===== config.mk =====
export PLATFORM = sky130hd
export DESIGN_NAME = sar_search
export DESIGN_NICKNAME = d
export VERILOG_FILES = /design/src/rtl/sar_search.sv
export SDC_FILE = /design/constraint.sdc
export NUM_CORES = 1
export LEC_CHECK = 0
export CORE_ASPECT_RATIO = 1.75
export CORE_MARGIN = 2
export CORE_UTILIZATION = 40
export CTS_CLUSTER_SIZE = 25
export DETAILED_ROUTE_END_ITERATION = 10
export DONT_BUFFER_PORTS = 1
export PLACE_DENSITY = 0.51
export SETUP_SLACK_MARGIN = 0.05
export SKIP_CTS_REPAIR_TIMING = 1
export SYNTH_ARGS = -nofsm -noshare
export SYNTH_HDL_FRONTEND = slang
export SYNTH_SLANG_ARGS = --single-unit
export TNS_END_PERCENT = 1

===== constraint.sdc =====
create_clock -name clk -period 3.4 [get_ports clk]
set_clock_uncertainty 0.1 [all_clocks]
set_input_delay 0.68 -clock clk [delete_from_list [all_inputs] [get_ports clk]]
set_output_delay 0.68 -clock clk [all_outputs]
set_load 0.02 [all_outputs]

===== src/rtl/sar_search.sv =====
// sar_search: unsigned binary search driver for an external comparator.
// The comparator's great/equal/less flags answer the probe presented in the same cycle.
module sar_search #(
    parameter int WIDTH = 4
) (
    input  logic             clk,
    input  logic             rst,
    input  logic             start,
    input  logic             great,
    input  logic             equal,
    input  logic             less,
    output logic [WIDTH-1:0] probe,
    output logic             busy,
    output logic             done,
    output logic             found,
    output logic             err,
    output logic [WIDTH-1:0] result,
    output logic [3:0]       steps
);
    typedef enum logic [1:0] {IDLE, PROBE, DONE} state_t;

    localparam logic [3:0]       MAX_STEPS = 4'(WIDTH + 1);
    localparam logic [WIDTH-1:0] MID0      = {1'b0, {(WIDTH-1){1'b1}}};

    state_t           r_state;
    logic [WIDTH-1:0] r_low, r_high, r_probe, r_result;
    logic [3:0]       r_steps;
    logic             r_busy, r_done, r_found, r_err;

    logic             w_gt, w_eq, w_lt, w_abort;
    logic [WIDTH-1:0] w_lo_n, w_hi_n, w_mid;
    logic [WIDTH:0]   w_sum;
    logic [3:0]       w_stp;

    assign w_gt   = great & ~equal & ~less;
    assign w_eq   = equal & ~great & ~less;
    assign w_lt   = less & ~great & ~equal;
    assign w_lo_n = w_lt ? r_probe + 1'b1 : r_low;
    assign w_hi_n = w_gt ? r_probe - 1'b1 : r_high;
    // Midpoint needs the carry bit, so the sum is one bit wider than the range.
    assign w_sum  = {1'b0, w_lo_n} + {1'b0, w_hi_n};
    assign w_mid  = w_sum[WIDTH:1];
    assign w_stp  = r_steps + 4'd1;
    assign w_abort = ~(w_gt | w_eq | w_lt) | (w_gt & (r_probe == r_low))
                   | (w_lt & (r_probe == r_high)) | (w_stp >= MAX_STEPS);

    always_ff @(posedge clk) begin
        if (rst) begin
            r_state  <= IDLE;
            r_low    <= '0;
            r_high   <= '1;
            r_probe  <= '0;
            r_result <= '0;
            r_steps  <= '0;
            r_busy   <= 1'b0;
            r_done   <= 1'b0;
            r_found  <= 1'b0;
            r_err    <= 1'b0;
        end else begin
            case (r_state)
                IDLE: begin
                    r_done <= 1'b0;
                    if (start) begin
                        r_low   <= '0;
                        r_high  <= '1;
                        r_probe <= MID0;
                        r_steps <= '0;
                        r_found <= 1'b0;
                        r_err   <= 1'b0;
                        r_busy  <= 1'b1;
                        r_state <= PROBE;
                    end
                end
                PROBE: begin
                    r_steps <= w_stp;
                    if (w_eq) begin
                        r_result <= r_probe;
                        r_found  <= 1'b1;
                        r_busy   <= 1'b0;
                        r_done   <= 1'b1;
                        r_state  <= DONE;
                    end else if (w_abort) begin
                        r_err   <= 1'b1;
                        r_busy  <= 1'b0;
                        r_done  <= 1'b1;
                        r_state <= DONE;
                    end else begin
                        r_low   <= w_lo_n;
                        r_high  <= w_hi_n;
                        r_probe <= w_mid;
                    end
                end
                default: begin
                    r_done  <= 1'b0;
                    r_state <= IDLE;
                end
            endcase
        end
    end

    assign probe  = r_probe;
    assign busy   = r_busy;
    assign done   = r_done;
    assign found  = r_found;
    assign err    = r_err;
    assign result = r_result;
    assign steps  = r_steps;
endmodule

# Word-level counts from Yosys, hierarchy flattened
# Index checks and enable logic that the tools add are counted.
classes:
  n_addsub: 4
  n_lt_le_gt_ge: 1
  n_eq_ne: 9
  n_mux: 30
  bitwise_logic: 18
  reduce_logical: 11
ops:
  columns: ["op", "count"]
  rows:
  - ["4-bit two-way mux", 11]
  - ["4-bit one-hot mux with 2 select lines", 4]
  - ["2-bit != test (second input constant)", 5]
  - ["4-bit by 1-bit adder with 4-bit output (second input constant)", 2]
  - ["1-bit bitwise AND", 8]
  - ["4-bit == test", 2]
  - ["1-bit two-way mux", 8]
  - ["4-bit AND reduction", 2]
  - ["2-bit two-way mux", 3]
  - ["1-bit one-hot mux with 2 select lines", 3]
  - ["2-bit AND reduction", 3]
  - ["3-bit AND reduction", 2]
  - ["4-bit by 4-bit adder with 5-bit output", 1]
  - ["1-bit inverter", 5]
  - ["1-bit bitwise OR", 5]
  - ["4-bit by 3-bit greater-or-equal comparator with 1-bit output (second input constant)", 1]
  - ["2-bit one-hot mux with 2 select lines", 1]
  - ["2-bit nonzero test", 2]
  - ["4-bit by 1-bit subtractor with 4-bit output (second input constant)", 1]
  - ["3-bit != test (second input constant)", 1]
  - ["2-bit by 1-bit == test with 1-bit output (second input constant)", 1]
  - ["2-bit zero test", 1]
  - ["2-bit OR reduction", 1]
totals:
  ff_bits: 26
  input_bits: 6

# Logic depth before layout (Yosys ltp)
depth:
  ltp_word: 12
  depth_mapped: 11

# Least setup slack after synthesis
# No wires, ideal clock.
synth_path:
  path_type: "input to register"
  from: "input port less"
  to: "register r_probe[2], in the netlist probe[2]"
  setup_ps: 128
  arrival_time_ps: 2430
  path_slack_ps: 743
  cell_stages: 10
  path_buffers: 1
  path_cell_list: "buf_2 -> nor3b_2 -> mux2i_1 -> inv_1 -> ha_1 -> o21ai_0 -> nand3b_1 -> o211ai_1 -> o32ai_1 -> nor2_1"
synth_between:
  elab_chain_cells: 10
synth_lines:
  columns: ["element", "line", "source"]
  rows:
  - ["start, declared", "11", "input logic less,"]
  - ["parallel branches: the longest is 10 deep, another holds 4-bit by 4-bit adder with 5-bit output", null, null]
  - ["end signal, assigned", "90", "r_probe <= w_mid;"]
  - ["end, declared", "26", "logic [WIDTH-1:0] r_low, r_high, r_probe, r_result;"]
# Several ways; the timed one is not identified. The select of a mux whose other input is x is not followed.
# A chain may end at the register's enable or synchronous reset.

# Worst setup path after layout
layout_path:
  from: "register r_steps[0], in the netlist steps[0]"
  to: "register r_probe[0], in the netlist probe[0]"
layout_between:
  elab_chain_cells: 5
layout_lines:
  columns: ["element", "line", "source"]
  rows:
  - ["start, declared", "27", "logic [3:0] r_steps;"]
  - ["start signal, assigned", "75", "r_steps <= w_stp;"]
  - ["4-bit by 1-bit adder with 4-bit output", "43", "assign w_stp = r_steps + 4'd1;"]
  - ["4-bit by 3-bit greater-or-equal comparator with 1-bit output", "45", "| (w_lt & (r_probe == r_high)) | (w_stp >= MAX_STEPS);"]
  - ["1-bit bitwise OR", "45", null]
  - ["2-bit != test (no source line)", null, null]
  - ["4-bit AND reduction (no source line)", null, null]
# No other way between the ends.

==> metrics.txt <==
n_diodes 0; Avg WL per Cell about 16 um; CP Capture Type flop; logic gate share of total power 0.204; P_sw 0.000204 W; Total Wirelength 3770 um; Worst-path clk slew 0.09 ns; CTS tree yes; Syn Nets slightly above 200; DRC 0; power density over the cells 393 mW/mm^2; Data required, critical path 3.49 ns; CP delay by family, top compound AO/OA/AOI/OAI gates; # setup viols final 0; Initial Util 0.416; TritonCTS buffer count 3; final hold vios 0; worst-path fanout max 11; Yosys cell types 47; via count 1285; sequential share of the synthesized area 0.320; Layout fillers 419; GRT overflow 0; Nets 200; Synth Flop Type dfxtp_1; number of clock sinks 26; flop2flop setup slack 0.65 ns; final worst path period share 0.809; share of layout cells above drive strength 1 0.0815; FMAX between 300 and 400 MHz; Core Box Area slightly below 0.004 mm^2; post-synth top area cell dfxtp_1; crit path kind flop to flop; Yosys warning count 0; I/O pin total 22; Async S/R FF share, synth 0; HP Class primary input to flop; antenna-violating nets left 0; Slew headroom 0.578; post-DP HPWL around 2900 um; DRT Pass-1 Iters 4; crit-path cells inv_1 -> ha_1 -> a211oi_1 -> a41oi_1 -> a221o_1 -> a21boi_2 -> buf_4 -> nor2_1 -> a311oi_2; Die Wd 52.2 um; Reg power frac 0.527; outcome finished, final reports clean; fin util 0.429; vias in the first global route 1262; Clock Power Share 0.269; chip height 88.3 um; Post-Syn Instances 192; minimum clock period 2.75 ns; synth top area cells dfxtp_1, xor2_1, nor2_1; first-pass GRT wire length about 6200 um; Syn Area/Cell 8.46 um^2; Switching Share 0.310; Worst-Skew Late Latency 0.27 ns; CTS root buffer clkbuf_8; Total GRT Usage 0.180; initial antenna violation count 0; max-slew violations 0; largest net degree at the start of global routing 29; Critical Path AT 2.84 ns; crit path launch type flop; Area Growth Syn to Fin 3.24%; internal power ~0.00045 W; Clock Path Buffers 2; worst slew pin tran between 0.6 and 0.7 ns; crit-path max cell delay 0.57 ns; Pleak between 0.6 and 0.7 nW; # H-tree levels 1; Yosys top cell area share 0.320; via/cell ratio about 5.5; CP Buf/Inv Count 2; post-route setup TNS 0 ns; # rows 30; number of synthesized flops with an enable pin 0; port buffer count 0; max_cap viols 0; unrepaired setup endpoints after global routing false; Synth Register Bits 26; Peak supply drop 227 uV; slowest CP cell dfxtp_1; die footprint 0.00461 mm^2; GP Congestion 0.805; Initial DRC Count 21; cell area after synthesis 0.00162 mm^2
-- layer usage --
metal / wire length (um) / part of all wire / GRT usage
met4: 63 / 0.017 / 0.0676
met2: 2000 / 0.53 / 0.323
met5: 0 / 0 / 0
met3: 134 / 0.036 / 0.0355
met1: 1570 / 0.42 / 0.207
-- worst paths after layout --
kind                         start                      to  depth (start not counted)
max reg2reg  steps[0]$_SDFFE_PP0P_   probe[0]$_SDFFE_PP0P_                          9
min reg2reg  r_low[3]$_SDFFE_PP0P_   r_low[3]$_SDFFE_PP0P_                          2
min                            rst  result[0]$_SDFFE_PP0P_                          1
max          steps[0]$_SDFFE_PP0P_   probe[0]$_SDFFE_PP0P_                          9
-- area by class of cell --
type | instances | area [um^2] | share of cell area
Tap cell | 48 | 60.1 | 0.0358
Timing Repair Buffer | 4 | 30.0 | 0.0179
Inverter | 7 | 26.3 | 0.0157
Sequential cell | 26 | 520 | 0.310
Multi-Input combinational cell | 144 | 998 | 0.596
Clock buffer | 3 | 41.3 | 0.0246
-- Yosys cell counts (2+ instances only) --
cell type and count:
o211ai_1 3, clkbuf_1 5, a22oi_1 3, dfxtp_1 26, inv_1 7, o21ai_0 2
a311oi_2 2, and2_1 2, nor2_1 25, nand3_1 6, mux2i_1 6, nand2b_1 4
nor3b_2 2, nand3b_1 3, xor2_1 11, nor3_1 8, nor2b_1 3, nor3b_1 4
ha_1 7, o21bai_1 4, xnor2_1 4, nand2_1 8, buf_4 4, a21oi_1 15
buf_2 6
-- worst register-to-register path, delay by kind of cell, from the launching register on --
kind / cells / cell delay (ns)
buffers and inverters: 2 / 0.38
DFF: 1 / 0.57
AOI/OAI and AO/OA: 5 / 1.33
adders and majority gates: 1 / 0.22
and+or+nand+nor: 1 / 0.07
-- power by group through the flow --
stage / clock [W] / sequential (W) / combinational (W)
CTS: 0.000183 / 0.000347 / 0.000136
global route: 0.000195 / 0.000349 / 0.000151
detailed placement: 0 / 0.000354 / 0.000135
floorplan: 0 / 0.000342 / 0.000128
global placement: 0 / 0.000354 / 0.000133
finish: 0.000177 / 0.000347 / 0.000135
-- cell families (layout without fill, tap and decap cells) --
| logic type | count (synthesis) | after routing | share of synthesized area |
|---|---|---|---|
| compound gates | 43 | 43 | 0.190 |
| xor+xnor | 15 | 15 | 0.0809 |
| fa+ha+maj | 8 | 8 | 0.0663 |
| buf+inv | 22 | 14 | 0.0647 |
| flops | 26 | 26 | 0.320 |
| mux | 7 | 7 | 0.0439 |
| simple gates | 71 | 71 | 0.234 |
-- cell usage in the layout, fill, tap and decap left out, types with 6 or more instances in the layout --
cell / n
a21oi_1: 15
dfxtp_1: 26
ha_1: 7
inv_1: 7
mux2i_1: 6
nand2_1: 8
nand3_1: 6
nor2_1: 25
nor3_1: 8
xor2_1: 11
-- sequential cells by signal (all words and copies together) (netlist names) --
signal and count:
err 1, done 1, probe 4, busy 1
result 4, r_low 4, r_high 4, found 1
steps 4, r_state 2
-- stage by stage --
stage,cell area (um^2),total power [W],cells,setup WS [ns],hold slack (ns)
after CTS,1680,0.000666,232,0.646,0.360
after global placement,1640,0.000488,229,0.613,0.433
after global routing,1680,0.000696,232,0.386,0.343
final,1680,0.000659,232,0.648,0.369
after detailed placement,1640,0.000489,229,0.626,0.437
after floorplan,1620,0.000469,192,0.743,0.397
No activity file was read; power rests on OpenSTA's default activity.
